==> src/rtl/dec64b66b_pkg.sv <==
// Shared definitions for the 64b/66b receive decoder with block lock.
//   SH_DATA / SH_CTRL : legal sync-header encodings
//   lock_state_e      : block-lock FSM states
//   TAP_A / TAP_B     : descrambler taps for x^58 + x^39 + 1
//   descramble()      : 64-bit self-synchronous descramble step, returns data and new state
package dec64b66b_pkg;

  localparam logic [1:0] SH_DATA = 2'b01;
  localparam logic [1:0] SH_CTRL = 2'b10;

  typedef enum logic [1:0] {
    HUNT   = 2'd0,
    LOCKED = 2'd1,
    SLIP   = 2'd2
  } lock_state_e;

  localparam int unsigned TAP_A = 38;
  localparam int unsigned TAP_B = 57;

  typedef struct packed {
    logic [63:0] data;
    logic [57:0] state;
  } descr_t;

  // Bit 0 is the first bit on the wire; the state shifts in received (scrambled) bits.
  function automatic descr_t descramble(input logic [63:0] din, input logic [57:0] state);
    descr_t      res;
    logic [57:0] s;
    s        = state;
    res.data = '0;
    for (int i = 0; i < 64; i++) begin
      res.data[i] = din[i] ^ s[TAP_A] ^ s[TAP_B];
      s           = {s[56:0], din[i]};
    end
    res.state = s;
    return res;
  endfunction

  function automatic logic sh_valid(input logic [1:0] sh);
    return (sh == SH_DATA) || (sh == SH_CTRL);
  endfunction

endpackage

==> src/rtl/descrambler58.sv <==
// Self-synchronous x^58 + x^39 + 1 descrambler.
//   clk, reset : clock, asynchronous active-high reset (state -> 0)
//   i_en       : advance the state with the current block
//   i_data     : 64 scrambled payload bits
//   o_data     : descrambled payload, combinational from i_data and the current state
module descrambler58
  import dec64b66b_pkg::*;
(
  input  logic        clk,
  input  logic        reset,
  input  logic        i_en,
  input  logic [63:0] i_data,
  output logic [63:0] o_data
);

  logic [57:0] r_state;
  descr_t      w_res;

  always_comb begin
    w_res = descramble(i_data, r_state);
  end

  assign o_data = w_res.data;

  always_ff @(posedge clk or posedge reset) begin
    if (reset) begin
      r_state <= '0;
    end else if (i_en) begin
      r_state <= w_res.state;
    end
  end

endmodule

==> src/rtl/decoder64b66b_lock.sv <==
// 64b/66b receive decoder with block lock, bit-slip request, optional descrambler and a
// saturating sync-header error counter.
//   clk, reset           : clock, asynchronous active-high reset
//   s_axis_*             : 66-bit blocks from the RX gearbox ([1:0] sync header)
//   m_axis_*             : 2-bit raw header type plus 64-bit payload towards the PCS
//   block_lock           : high while locked
//   slip                 : one-cycle request for a 1-bit gearbox slip
//   sh_err_cnt           : invalid headers seen while locked, saturating
module decoder64b66b_lock
  import dec64b66b_pkg::*;
#(
  parameter int unsigned DESCRAMBLE  = 1,
  parameter int unsigned LOCK_CNT    = 64,
  parameter int unsigned INVALID_MAX = 16,
  parameter int unsigned SLIP_WAIT   = 32,
  parameter int unsigned ERR_W       = 16
) (
  input  logic             clk,
  input  logic             reset,
  input  logic [65:0]      s_axis_tdata,
  input  logic             s_axis_tvalid,
  output logic             s_axis_tready,
  output logic [1:0]       m_axis_ttype,
  output logic [63:0]      m_axis_tdata,
  output logic             m_axis_tvalid,
  input  logic             m_axis_tready,
  output logic             block_lock,
  output logic             slip,
  output logic [ERR_W-1:0] sh_err_cnt
);

  localparam int unsigned CNT_W  = $clog2(LOCK_CNT + 1);
  localparam int unsigned WAIT_W = $clog2(SLIP_WAIT + 1);

  localparam logic [CNT_W-1:0]  LOCK_CNT_V  = CNT_W'(LOCK_CNT);
  localparam logic [CNT_W-1:0]  INV_MAX_V   = CNT_W'(INVALID_MAX);
  localparam logic [WAIT_W-1:0] SLIP_WAIT_V = WAIT_W'(SLIP_WAIT);

  lock_state_e       r_state, w_state_nx;
  logic [CNT_W-1:0]  r_sh_cnt, w_sh_cnt_nx, w_cnt_inc;
  logic [CNT_W-1:0]  r_sh_inv, w_sh_inv_nx, w_inv_inc;
  logic [WAIT_W-1:0] r_wait, w_wait_nx;
  logic [ERR_W-1:0]  r_err;
  logic              r_m_valid;
  logic [1:0]        r_m_type;
  logic [63:0]       r_m_data;

  logic              w_accept;
  logic              w_sh_valid;
  logic              w_locked;
  logic [63:0]       w_payload;

  assign s_axis_tready = !r_m_valid || m_axis_tready;
  assign w_accept      = s_axis_tvalid && s_axis_tready;
  assign w_sh_valid    = sh_valid(s_axis_tdata[1:0]);
  assign w_locked      = (r_state == LOCKED);

  // The descrambler sees every accepted block so it is already in sync when lock is reached.
  generate
    if (DESCRAMBLE != 0) begin : g_descr
      descrambler58 u_descr (
        .clk    (clk),
        .reset  (reset),
        .i_en   (w_accept),
        .i_data (s_axis_tdata[65:2]),
        .o_data (w_payload)
      );
    end else begin : g_bypass
      assign w_payload = s_axis_tdata[65:2];
    end
  endgenerate

  always_comb begin
    w_state_nx  = r_state;
    w_sh_cnt_nx = r_sh_cnt;
    w_sh_inv_nx = r_sh_inv;
    w_wait_nx   = r_wait;
    w_cnt_inc   = r_sh_cnt + CNT_W'(1);
    w_inv_inc   = r_sh_inv + CNT_W'(!w_sh_valid);
    unique case (r_state)
      HUNT: begin
        if (w_accept) begin
          if (!w_sh_valid) begin
            w_state_nx  = SLIP;
            w_wait_nx   = '0;
            w_sh_cnt_nx = '0;
            w_sh_inv_nx = '0;
          end else if (w_cnt_inc == LOCK_CNT_V) begin
            w_state_nx  = LOCKED;
            w_sh_cnt_nx = '0;
            w_sh_inv_nx = '0;
          end else begin
            w_sh_cnt_nx = w_cnt_inc;
          end
        end
      end
      LOCKED: begin
        if (w_accept) begin
          // Loss of lock is checked first so it wins over a window wrap on the same block.
          if (w_inv_inc == INV_MAX_V) begin
            w_state_nx  = SLIP;
            w_wait_nx   = '0;
            w_sh_cnt_nx = '0;
            w_sh_inv_nx = '0;
          end else if (w_cnt_inc == LOCK_CNT_V) begin
            w_sh_cnt_nx = '0;
            w_sh_inv_nx = '0;
          end else begin
            w_sh_cnt_nx = w_cnt_inc;
            w_sh_inv_nx = w_inv_inc;
          end
        end
      end
      SLIP: begin
        // Cycle 0 carries the slip pulse, then SLIP_WAIT further clocks before hunting.
        if (r_wait == SLIP_WAIT_V) begin
          w_state_nx  = HUNT;
          w_wait_nx   = '0;
          w_sh_cnt_nx = '0;
          w_sh_inv_nx = '0;
        end else begin
          w_wait_nx = r_wait + WAIT_W'(1);
        end
      end
      default: begin
        w_state_nx = HUNT;
      end
    endcase
  end

  always_ff @(posedge clk or posedge reset) begin
    if (reset) begin
      r_state  <= HUNT;
      r_sh_cnt <= '0;
      r_sh_inv <= '0;
      r_wait   <= '0;
    end else begin
      r_state  <= w_state_nx;
      r_sh_cnt <= w_sh_cnt_nx;
      r_sh_inv <= w_sh_inv_nx;
      r_wait   <= w_wait_nx;
    end
  end

  // Single output register; a beat loaded before lock loss is still delivered.
  always_ff @(posedge clk or posedge reset) begin
    if (reset) begin
      r_m_valid <= 1'b0;
      r_m_type  <= '0;
      r_m_data  <= '0;
    end else if (w_accept && w_locked) begin
      r_m_valid <= 1'b1;
      r_m_type  <= s_axis_tdata[1:0];
      r_m_data  <= w_payload;
    end else if (m_axis_tready) begin
      r_m_valid <= 1'b0;
    end
  end

  always_ff @(posedge clk or posedge reset) begin
    if (reset) begin
      r_err <= '0;
    end else if (w_accept && w_locked && !w_sh_valid && (r_err != {ERR_W{1'b1}})) begin
      r_err <= r_err + ERR_W'(1);
    end
  end

  assign m_axis_tvalid = r_m_valid;
  assign m_axis_ttype  = r_m_type;
  assign m_axis_tdata  = r_m_data;
  assign block_lock    = w_locked;
  assign slip          = (r_state == SLIP) && (r_wait == '0);
  assign sh_err_cnt    = r_err;

endmodule

==> config.mk <==
export PLATFORM = sky130hd
export DESIGN_NAME = decoder64b66b_lock
export DESIGN_NICKNAME = d
export VERILOG_FILES = /design/src/rtl/dec64b66b_pkg.sv /design/src/rtl/descrambler58.sv /design/src/rtl/decoder64b66b_lock.sv
export SDC_FILE = /design/constraint.sdc
export NUM_CORES = 1
export LEC_CHECK = 0
export BUFFER_PORTS_ARGS = -buffer_cell sky130_fd_sc_hd__buf_4
export CAP_MARGIN = 20
export CORE_UTILIZATION = 45
export CTS_BUF_LIST = sky130_fd_sc_hd__clkbuf_8
export CTS_CLUSTER_DIAMETER = 100
export DETAILED_ROUTE_END_ITERATION = 10
export PLACE_DENSITY = 0.77
export SLEW_MARGIN = 15
export SYNTH_ARGS = -nofsm -noshare
export SYNTH_HDL_FRONTEND = slang
export SYNTH_HIERARCHICAL = 1
export SYNTH_SLANG_ARGS = --single-unit
==> constraint.sdc <==
create_clock -name clk -period 10.8 [get_ports clk]
set_input_delay 2.16 -clock clk [delete_from_list [all_inputs] [get_ports clk]]
set_output_delay 2.16 -clock clk [all_outputs]
set_load 0.05 [all_outputs]
* Yosys cells after proc, flatten, opt, wreduce, memory -nomap -nowiden
Cells that the tools add are included.
** Storage, ports and cells
- Flip-flop bits (word level) :: 163
- Logic and storage cells :: 201
- Input bits :: 70
** Cells by class
- Eq/ne operators :: 14
- Reduce and logical (&&, ||, !) cells :: 17
- $add $sub $neg :: 4
- Mux-type cells :: 29
- Bitwise operators :: 128
** Operator list (number)
- $xor 1x1->1 :: 128
- $mux 7 :: 12
- $pmux 7 s3 :: 2
- $mux 6 :: 5
- $pmux 6 s3 :: 1
- $add 16x1->16 const B :: 1
- $ne 16x16->1 const B :: 1
- $reduce_and 5->1 :: 3
- $mux 2 :: 6
- $ne 2x2->1 const B :: 4
- $add 7x1->7 :: 1
- $add 7x1->7 const B :: 1
- $eq 7x5->1 const B :: 1
- $eq 7x7->1 const B :: 1
- $add 6x1->6 const B :: 1
- $eq 6x6->1 const B :: 1
- $logic_not 6->1 :: 1
- $pmux 2 s3 :: 1
- $logic_and 1x1->1 :: 5
- $eq 2x1->1 const B :: 2
- $eq 2x2->1 const B :: 2
- $reduce_and 4->1 :: 1
- $ne 3x3->1 const B :: 1
- $reduce_bool 3->1 :: 1
- 6 further kinds :: 9

* Logic depth before layout (Yosys ltp)
Gate-level depths: netlist (run 1).
- Word-level depth :: 8
- Mapped depth :: 11
- Depth with buffers taken out :: 10

* Hierarchy
Netlist (run 1), hierarchy kept.
** Modules (own cells, without submodules)
- decoder64b66b_lock :: cells an instance 391, area each 4797.1 µm², times used 1
- descrambler58 :: cells an instance 187, area each 3753.6 µm², times used 1

* Least setup slack after synthesis (run 1)
No wires, ideal clock.
- Path kind :: in2out
- From :: input port m_axis_tready
- To :: output port s_axis_tready
- Data required time :: 8.640 ns
- Slack :: 5.992 ns
- Stages on the path :: 1
- Data arrival time :: 2.648 ns
- Cells stage by stage :: nand2b_1
** Between the ends
- Longest elaborated chain between the ends :: 1
** RTL lines
- start: declaration :: line decoder64b66b_lock.sv:26 : input logic m_axis_tready,
- $logic_or 1x1->1 :: line decoder64b66b_lock.sv:53 : assign s_axis_tready = !r_m_valid || m_axis_tready;
- end: declaration :: line decoder64b66b_lock.sv:22 : output logic s_axis_tready,
No other way between the ends.

* Final worst setup path (run 1)
Ends and elaborated chain as after synthesis.

==> flow_summary.ini, run 1 <==
[synth]
yosysWarnings = 6
syn_inst = 578
synth_edf_count = 0
synth.avg_cell_area_um2 = 14.79
synth_area_um2 = 8551
synth_top_area_share_pct = 47.70
synth.distinct_cells = 61
ys_seq_elements = 163
synth_top_cells_by_area = dfrtp_1, xor3_1, mux2_2
synth.largest_area_cell = dfrtp_1
synth-seq-area-share_pct = 47.70
async_flop_share_pct = 100.0
synth_flop_cell = dfrtp_1
mappedNetlistNets = 658

[critical_path]
startpoint_type = input port
crit_slowest_cell = nand2b_1
critPathCaptureType = primary output
cpPeakStageDelay_ps = 260
cp_max_fo = 6
path_class = in -> out
cp.arrival_ps = 2780
crit_family = buffers and inverters
cp_common_cell = buf_4
critPathRequiredTime_ps = 8640
path_cells = buf_4, nand2b_1, buf_4
path_buf_inv = 2

[worst_hold_path]
worst_hold_path_type = reg -> reg

[place]
placed_cell_area_um2 = 9935
place.gp.congestion = 0.8353
port_buffers = 155
dp_hpwl_um = 12420
dp.cells = 952

[timing]
skew_ps = 11.95
post-route-period-util_pct = 45.77
final.min_clock_period_ps = 4943
finalSetupTns_ps = 0
worstMarginPinSlew_ps = 978.8
relSlewSlack_pct = 34.75
drv_slew = 0
finalHoldViolCount = 0
finalSetupViolCount = 0
rsz0062_at_grt = false
max_freq_mhz = 202.3

[routing]
dr.pass1.iters = 4
vias = 5153
drc = 0
routed_wirelength_um = 17340
vias_per_cell = 5.247
ant_nets = 0
drt_iter0_drc = 243
routedWlPerCell_um = 17.66

[pwr]
p_sw_uw = 377.7
p_sw_share_pct = 26.90
power_leakage_uw = 0.005351
power_frac_seq_pct = 48.0
peakVddDrop_mv = 0.08935
p_int_uw = 1026
pwr-share-clk_pct = 31.0
powerDensity_nw_per_um2 = 136.1
power_frac_comb_pct = 21.0

[floorplanning]
die_w_um = 139.8
die_h_um = 139.8
core-area_um2 = 18640
die_area_um2 = 19560
row_count = 50
start_util_pct = 45.87
io_pins = 156

[clocking]
cts_tree = built
numCtsBuffers = 17
clk_latency_ps = 450
root_buffer = clkbuf_8
cts.clk_slew.worst_paths_ps = 90
cts_resized = 0
ctsHoldBuffers = 0
h-tree-depth = 4
cts_setup_buffers = 0
cts.sinks = 163
clockBufferDepth = 2

[cells_and_area]
multi_input_area_um2 = 4314
area_delta_synth_final_pct = 20.68
fillers = 1511
fin_nets = 817
layout_commonest_cell = dfrtp_1
diodes = 0
finish.instance_area_um2 = 10320
final-seq-area_um2 = 4079
final_core_util_pct = 55.35
instances_no_fill = 982
drive_gt1_share_pct = 44.65
layout_common_cells = dfrtp_1, buf_4, mux2_2, xor3_1, nand2_1

[status]
status = completed

[global_route]
antenna_found_initial = 0
grt_pass1_vias = 5296
track_usage_pct = 18.79
overflow = 0
grt_max_degree = 69
grt_pass1_wl_um = 28120

[job]
timing.max_cap.violations = 0
[synthesized netlist by cell type (7+ instances only)]
cell     number
xnor2_1      10
dfrtp_1     163
mux2_2      105
nand2_1      37
buf_2         7
mux2_4       20
a21oi_1      12
nor2_1       17
ha_1         10
xor2_1        7
inv_1        14
xor3_1       64
nand3_1      16
[power by group through the flow]
stage                     logic (µW)  registers, µW  clock network, µW
after floorplan                  240            676                  0
after global placement           293            685                  0
after detailed placement         299            686                  0
after CTS                        299            674                453
after global routing             322            679                478
final                            295            674                435
[metrics by stage]
| stage | worst slack (ps) | hold WS (ps) | total power (µW) |
|---|---|---|---|
| final | 5857 | 509.9 | 1404 |
| after global routing | 5852 | 522.6 | 1478 |
| after CTS | 5862 | 508.5 | 1427 |
| after detailed placement | 5828 | 494.3 | 985.1 |
| after global placement | 5890 | 489.7 | 977.6 |
| after floorplan | 5879 | 453.7 | 915.8 |
[path summary, 6_finish.rpt]
path	cells past startpoint	slack, ps	startpoint	endpoint
setup / recovery	3	5860	m_axis_tready	s_axis_tready
hold / removal	1	510	m_axis_tdata[24]$_DFFE_PP0P_	m_axis_tdata[24]$_DFFE_PP0P_
setup reg to reg	8	8130	r_sh_inv[0]$_DFFE_PP0P_	r_wait[0]$_DFFE_PP0P_
hold reg to reg	1	510	m_axis_tdata[24]$_DFFE_PP0P_	m_axis_tdata[24]$_DFFE_PP0P_
max in group asynchronous	3	7800	reset	sh_err_cnt[13]$_DFFE_PP0P_
min in group asynchronous	2	1680	reset	g_descr.u_descr/r_state[25]$_DFFE_PP0P_
[area by class of cell]
type                    instances  share of cell area [%]
multi-input cells             382                   41.81
flip-flops and latches        163                   39.53
repair buffers                159                   11.57
well taps                     234                   2.837
clock buffers                  18                   2.401
clock inverters                12                   1.322
inverters                      14                  0.5335
[registers in the layout, summed over array words and instances, names as in the netlist]
| signal | cells |
|---|---|
| r_sh_inv | 7 |
| r_sh_cnt | 7 |
| r_state | 2 |
| sh_err_cnt | 16 |
| m_axis_ttype | 2 |
| g_descr.u_descr/r_state | 58 |
| m_axis_tdata | 64 |
| r_wait | 6 |
| m_axis_tvalid | 1 |
[kinds of logic after synthesis]
family / share of synthesized area (%)
mux: 17.59
flops: 47.70
xor+xnor: 19.53
compound gates: 4.815
fa+ha+maj: 1.463
simple gates: 6.907
buf+inv: 1.990
[worst reg2reg max path: cells and delay by family (launching register included)]
family	cells	cell delay [ps]
compound gates	2	790
fa+ha+maj	2	530
simple gates	2	330
xor+xnor	1	180
flops	1	410
mux	1	340
[routing by layer]
metal	routed length (µm)	share of wire, %	up-vias	GRT usage (%)
met4	213	1.2	0	5.610
met2	8430	49	134	30.16
met1	7771	45	2604	25.00
li1	-	-	2399	-
met5	0	0	-	0
met3	927	5.3	16	5.058
No activity file was read; power rests on OpenSTA's default activity.
==> inputs of run 2 (changes only) <==
==> constraint.sdc (replaced) <==
create_clock -name clk -period 5 [get_ports clk]
set_input_delay 1 -clock clk [delete_from_list [all_inputs] [get_ports clk]]
set_output_delay 1 -clock clk [all_outputs]
set_load 0.05 [all_outputs]
==> run 2 against run 1 <==
Effect of this change: total power up 130%; via count fell by 0.21%; sequential power rose by 120%; routed wire length increased by 0.35%; sequential cell count stayed put; clock skew up 3.4 ps; die area did not move; critical path depth grew 8; first-iteration DRC count fell by 21%; global-route usage up 0.092 points; clock power grew to 2.6 times the previous value; highest routed layer unchanged.
==> flow_summary.ini, run 2 (synthesis gave the netlist of run 1 again) <==
[timing]
relSlewSlack_pct = 35.94
max_freq_mhz = 288.5
worstMarginPinSlew_ps = 960.9
drv_slew = 0
skew_ps = 15.31
finalHoldViolCount = 0
finalSetupViolCount = 0
layout_setup_ws_ps = 1534
post-route-period-util_pct = 69.32
final.min_clock_period_ps = 3466
finalSetupTns_ps = 0
rsz0062_at_grt = false

[pwr]
p_sw_share_pct = 26.41
power_frac_seq_pct = 45.1
p_sw_uw = 852.6
pwr-share-clk_pct = 35.0
power.total_uw = 3229
power_leakage_uw = 0.005403
peakVddDrop_mv = 0.1650
powerDensity_nw_per_um2 = 310.0
power_frac_comb_pct = 19.9
p_int_uw = 2376

[status]
status = completed

[clocking]
clk_latency_ps = 450
numCtsBuffers = 17
ctsHoldBuffers = 0
h-tree-depth = 4
cts_resized = 0
root_buffer = clkbuf_8
cts_setup_buffers = 0
clockBufferDepth = 2
cts.clk_slew.worst_paths_ps = 90
cts_tree = built
cts.sinks = 163

[cells_and_area]
final_core_util_pct = 55.86
area_delta_synth_final_pct = 21.79
drive_gt1_share_pct = 44.93
fin_nets = 817
layout_commonest_cell = dfrtp_1
layout_common_cells = dfrtp_1, buf_4, mux2_2, xor3_1, nand2_1
finish.instance_area_um2 = 10410
largest_reg_flops = 64
diodes = 0
fillers = 1525

[routing]
vias_per_cell = 5.226
dr.pass1.iters = 4
routed_wirelength_um = 17400
drc = 0
vias = 5142
routedWlPerCell_um = 17.68
drt_iter0_drc = 191
ant_nets = 0

[critical_path]
critPathRequiredTime_ps = 5330
cp.arrival_ps = 3800
path_class = in -> reg
rr_worst_depth = 8
startpoint_type = input port
critPathCaptureType = flip-flop
cp_max_fo = 6

[global_route]
track_usage_pct = 18.88
grt_pass1_wl_um = 28480
antenna_found_initial = 0
overflow = 0
grt_pass1_vias = 5352
grt_max_degree = 75

[floorplanning]
die_w_um = 139.8
start_util_pct = 45.87
row_count = 50
core-area_um2 = 18640
die_area_um2 = 19560
io_pins = 156
die_h_um = 139.8

[job]
timing.max_cap.violations = 0

[place]
port_buffers = 155
dp_hpwl_um = 12450
preCtsSetupSlack_ps = 1089
placed_cell_area_um2 = 9935
place.gp.congestion = 0.8156

[worst_hold_path]
worst_hold_path_type = reg -> reg
worstHoldPathCells = 2
run 2: critical path, cell delays in order:
cell	delay (ps)
buf_4	120
xor2_1	240
inv_1	140
ha_1	250
ha_1	280
xnor2_1	220
nand2_1	80
o31ai_1	530
a31o_2	310
and2b_1	270
mux2_1	340
run 2: per-stage QoR:
stage / hold WS, ps / instances
after floorplan: 453.7 / 578
after global placement: 488.8 / 952
after detailed placement: 484.4 / 952
after CTS: 503.1 / 984
after global routing: 526.9 / 984
final: 502.6 / 984
run 2: cell type report:
cell class / instances / area [µm²] / area share, %
multi-input combinational: 382 / 4314 / 41.43
timing repair buffer: 159 / 1194 / 11.46
sequential: 163 / 4079 / 39.17
clock buffer: 17 / 234.0 / 2.247
inverter: 14 / 55.05 / 0.5287
clock inverter: 15 / 245.2 / 2.355
tap: 234 / 292.8 / 2.811
run 2: worst paths after layout:
check	end	slack, ps	from
hold reg to reg	r_sh_inv[0]$_DFFE_PP0P_	500	r_sh_inv[0]$_DFFE_PP0P_
setup reg to reg	r_wait[0]$_DFFE_PP0P_	2210	r_sh_inv[0]$_DFFE_PP0P_
hold / removal	r_sh_inv[0]$_DFFE_PP0P_	500	r_sh_inv[0]$_DFFE_PP0P_
setup / recovery	r_wait[0]$_DFFE_PP0P_	1530	s_axis_tdata[0]
min in group asynchronous	g_descr.u_descr/r_state[20]$_DFFE_PP0P_	720	reset
max in group asynchronous	m_axis_tdata[0]$_DFFE_PP0P_	3250	reset
run 2: metal layers:
layer / wire length (µm) / global-route usage [%] / vias to the layer above
met5: 0 / 0 / -
met4: 117 / 4.511 / 0
met3: 932 / 4.886 / 10
met2: 8460 / 30.84 / 140
met1: 7892 / 25.22 / 2594
li1: - / - / 2398
run 2: power groups by stage:
stage	Sequential, µW	Combinational (µW)	Clock (µW)
after floorplan	1460	519	0
after global placement	1480	634	0
after detailed placement	1480	649	0
after CTS	1460	650	1160
after global routing	1470	704	1210
final	1460	641	1130
==> inputs of run 3 (changes only) <==
--- a/config.mk
+++ b/config.mk
@@ -5,13 +5,14 @@
 export SDC_FILE = /design/constraint.sdc
 export NUM_CORES = 1
 export LEC_CHECK = 0
+export ABC_AREA = 1
 export BUFFER_PORTS_ARGS = -buffer_cell sky130_fd_sc_hd__buf_4
 export CAP_MARGIN = 20
 export CORE_UTILIZATION = 45
 export CTS_BUF_LIST = sky130_fd_sc_hd__clkbuf_8
 export CTS_CLUSTER_DIAMETER = 100
 export DETAILED_ROUTE_END_ITERATION = 10
-export PLACE_DENSITY = 0.77
+export PLACE_DENSITY = 0.76
 export SLEW_MARGIN = 15
 export SYNTH_ARGS = -nofsm -noshare
 export SYNTH_HDL_FRONTEND = slang
==> constraint.sdc (replaced) <==
create_clock -name clk -period 3.3 [get_ports clk]
set_input_delay 0.66 -clock clk [delete_from_list [all_inputs] [get_ports clk]]
set_output_delay 0.66 -clock clk [all_outputs]
set_load 0.05 [all_outputs]
==> run 3 against run 2 <==
Effect of this change: register-to-register slack lost 1000 ps; first-iteration DRC count grew 120%; hold slack lost 280 ps; clock skew shrank 6.5 ps; sequential share of layout area shrank 2.1 points; via count grew 66%; count of clock-buffer cells in the layout grew 2; synthesized cell count grew 130%; area after synthesis grew 7.7%; non-clock buffer count grew 4; critical endpoint is now r_wait[4]$_DFFE_PP0P_; largest power group is now combinational cells.
==> flow_summary.ini, run 3 <==
[place]
place.gp.congestion = 0.8496
placed_cell_area_um2 = 10620
dp.cells = 1720
dp_hpwl_um = 17370
port_buffers = 155

[worst_hold_path]
worst_hold_path_type = in -> async

[pwr]
power_leakage_uw = 0.006382
powerDensity_nw_per_um2 = 778.8
peakVddDrop_mv = 0.4994

[floorplanning]
die_area_um2 = 21040
die_h_um = 145.1
io_pins = 156
die_w_um = 145.1
start_util_pct = 46.55
core-area_um2 = 19780
row_count = 51

[cells_and_area]
area_delta_synth_final_pct = 19.33
fin_nets = 1554
final_core_util_pct = 55.55
multi_input_area_um2 = 4282
diodes = 0
final-seq-area_um2 = 4079
layout_commonest_cell = nand2_1
drive_gt1_share_pct = 17.55
instances_no_fill = 1752
largest_reg_flops = 64
layout_common_cells = nand2_1, inv_1, dfrtp_1, buf_4, nand3_1
finish.instance_area_um2 = 10990
fillers = 1908

[critical_path]
r2r_start = r_sh_inv[0]$_DFFE_PP0P_
path_class = in -> reg
rr_worst_depth = 11
cp.arrival_ps = 2790
critPathCaptureType = flip-flop
cp_max_fo = 12
crit_family = simple AND/OR/NAND/NOR gates
startpoint_type = input port
crit_start = s_axis_tdata[0]
crit_end = r_wait[4]$_DFFE_PP0P_
path_buf_inv = 3
path_cells = buf_4, xor2_1, inv_1, ha_1, ha_1, xnor2_1, nand2_1, nor2_1, nand3_1, nand2_2, nand3_1, buf_4, nand2_1, o21ai_2
critPathRequiredTime_ps = 3640
cp.depth = 14
cpPeakStageDelay_ps = 270
rrSetupSlack_ps = 1190
worst_r2r_endpoint = r_wait[4]$_DFFE_PP0P_
crit_slowest_cell = xor2_1

[synth]
synth.largest_area_cell = dfrtp_1
ys_seq_elements = 163
synth-xor-area-share_pct = 1.332
yosysMostFrequentCell = nand2_1
synth-compound-area-share_pct = 6.332
synthAdderAreaFrac_pct = 1.359
synth_top_cells_by_area = dfrtp_1, nand2_1, inv_1
synth_top_area_share_pct = 44.29
synth_edf_count = 0
synth_flop_cell = dfrtp_1
synth.avg_cell_area_um2 = 6.971
yosys.area_share.simple_pct = 37.42
synth.distinct_cells = 35
mappedNetlistNets = 1401
synth_top_family_by_area = simple AND/OR/NAND/NOR gates
yosysWarnings = 6
synth_commonest_cells = nand2_1, inv_1, dfrtp_1
synth-seq-area-share_pct = 44.29
async_flop_share_pct = 100.0
syn_inst = 1321
synth_area_um2 = 9209
synth.area.mux_share_pct = 0

[timing]
drv_slew = 0
final.min_clock_period_ps = 2453
max_freq_mhz = 407.7
post-route-period-util_pct = 74.33
skew_ps = 8.849
finalSetupTns_ps = 0
relSlewSlack_pct = 53.57
finalSetupViolCount = 0
worstMarginPinSlew_ps = 696.4
finalHoldViolCount = 0
rsz0062_at_grt = false

[clocking]
h-tree-depth = 4
cts.clk_slew.worst_paths_ps = 90
ctsHoldBuffers = 0
cts_tree = built
numCtsBuffers = 17
clockBufferDepth = 2
root_buffer = clkbuf_8
cts_setup_buffers = 0
cts_resized = 0
clk_latency_ps = 450
cts.sinks = 163

[routing]
dr.pass1.iters = 5
vias_per_cell = 4.884
ant_nets = 0
routed_wirelength_um = 23160
routedWlPerCell_um = 13.22
drc = 0
vias = 8556
drt_iter0_drc = 418

[global_route]
antenna_found_initial = 0
grt_pass1_wl_um = 39100
grt_max_degree = 106
track_usage_pct = 22.99
overflow = 0
grt_pass1_vias = 8283

[status]
status = completed

[job]
timing.max_cap.violations = 0
## run 3: cell types whose count changed in the layout (fill, tap and decap cells not counted), moves of 20 or more
cell and change:
inv_1 +161, mux2_2 -105, mux2_4 -20, nand2_1 +636
nand2_2 +25, nand3_1 +75, o21ai_1 +22, o21ai_2 +27
xor3_1 -64
## run 3: worst min-delay path by stage
stage                                                    endpoint  slack (ps)  cells after the start
after floorplan                           r_sh_inv[0]$_DFFE_PP0P_         460                      2
after global placement                m_axis_ttype[0]$_DFFE_PP0P_         460                      2
after detailed placement              m_axis_tdata[9]$_DFFE_PP0P_         460                      2
after CTS                 g_descr.u_descr/r_state[14]$_DFFE_PP0P_         200                      2
after global routing      g_descr.u_descr/r_state[14]$_DFFE_PP0P_         220                      2
final                      g_descr.u_descr/r_state[9]$_DFFE_PP0P_         220                      2
## run 3: cells by family (layout without fill, tap and decap cells)
logic type / Yosys count / count (layout)
and+or+nand+nor: 843 / 843
DFF: 163 / 163
adders and majority gates: 10 / 10
AOI/OAI and AO/OA: 87 / 87
xor gates and xnor gates: 14 / 14
buffers and inverters: 204 / 370
## run 3: area by class of cell
class                      instances  share of cell area, %
clock inverter                    13                  1.013
multi-input combinational        954                  38.96
tap                              265                  3.017
timing repair buffer             163                  11.48
inverter                         175                  6.034
sequential                       163                  37.12
clock buffer                      19                  2.380
## run 3: routing by layer
metal	vias up	track usage [%]	routed length, µm
li1	4326	-	-
met1	3990	28.64	10120
met2	211	39.88	11350
met3	29	4.245	1227
met4	0	7.895	472
met5	-	0	0
## run 3: worst register-to-register path, stage by stage, from the launching register on
cell and delay (ps):
dfrtp_1 410, ha_1 250, ha_1 260, xnor2_1 220, nand2_1 70, nor2_1 110, nand3_1 120, nand2_2 140
nand3_1 80, buf_4 200, nand2_1 90, o21ai_2 50
## run 3: per-stage QoR
stage	worst slack, ps	power [µW]	hold slack, ps
global route	696.6	9123	221.0
CTS	895.1	8648	202.8
floorplan	822.1	5941	455.3
global placement	548.2	7122	456.7
finish	847.2	8558	222.1
detailed placement	415.5	7216	459.8
## run 3: power by group
group / internal, µW / total (µW) / leakage [µW] / switching (µW)
Sequential: 2580 / 3000 / 0.00206 / 426
Clock: 635 / 1400 / 0.000195 / 768
Combinational: 1220 / 4150 / 0.00413 / 2930
Total: 4430 / 8560 / 0.00638 / 4130
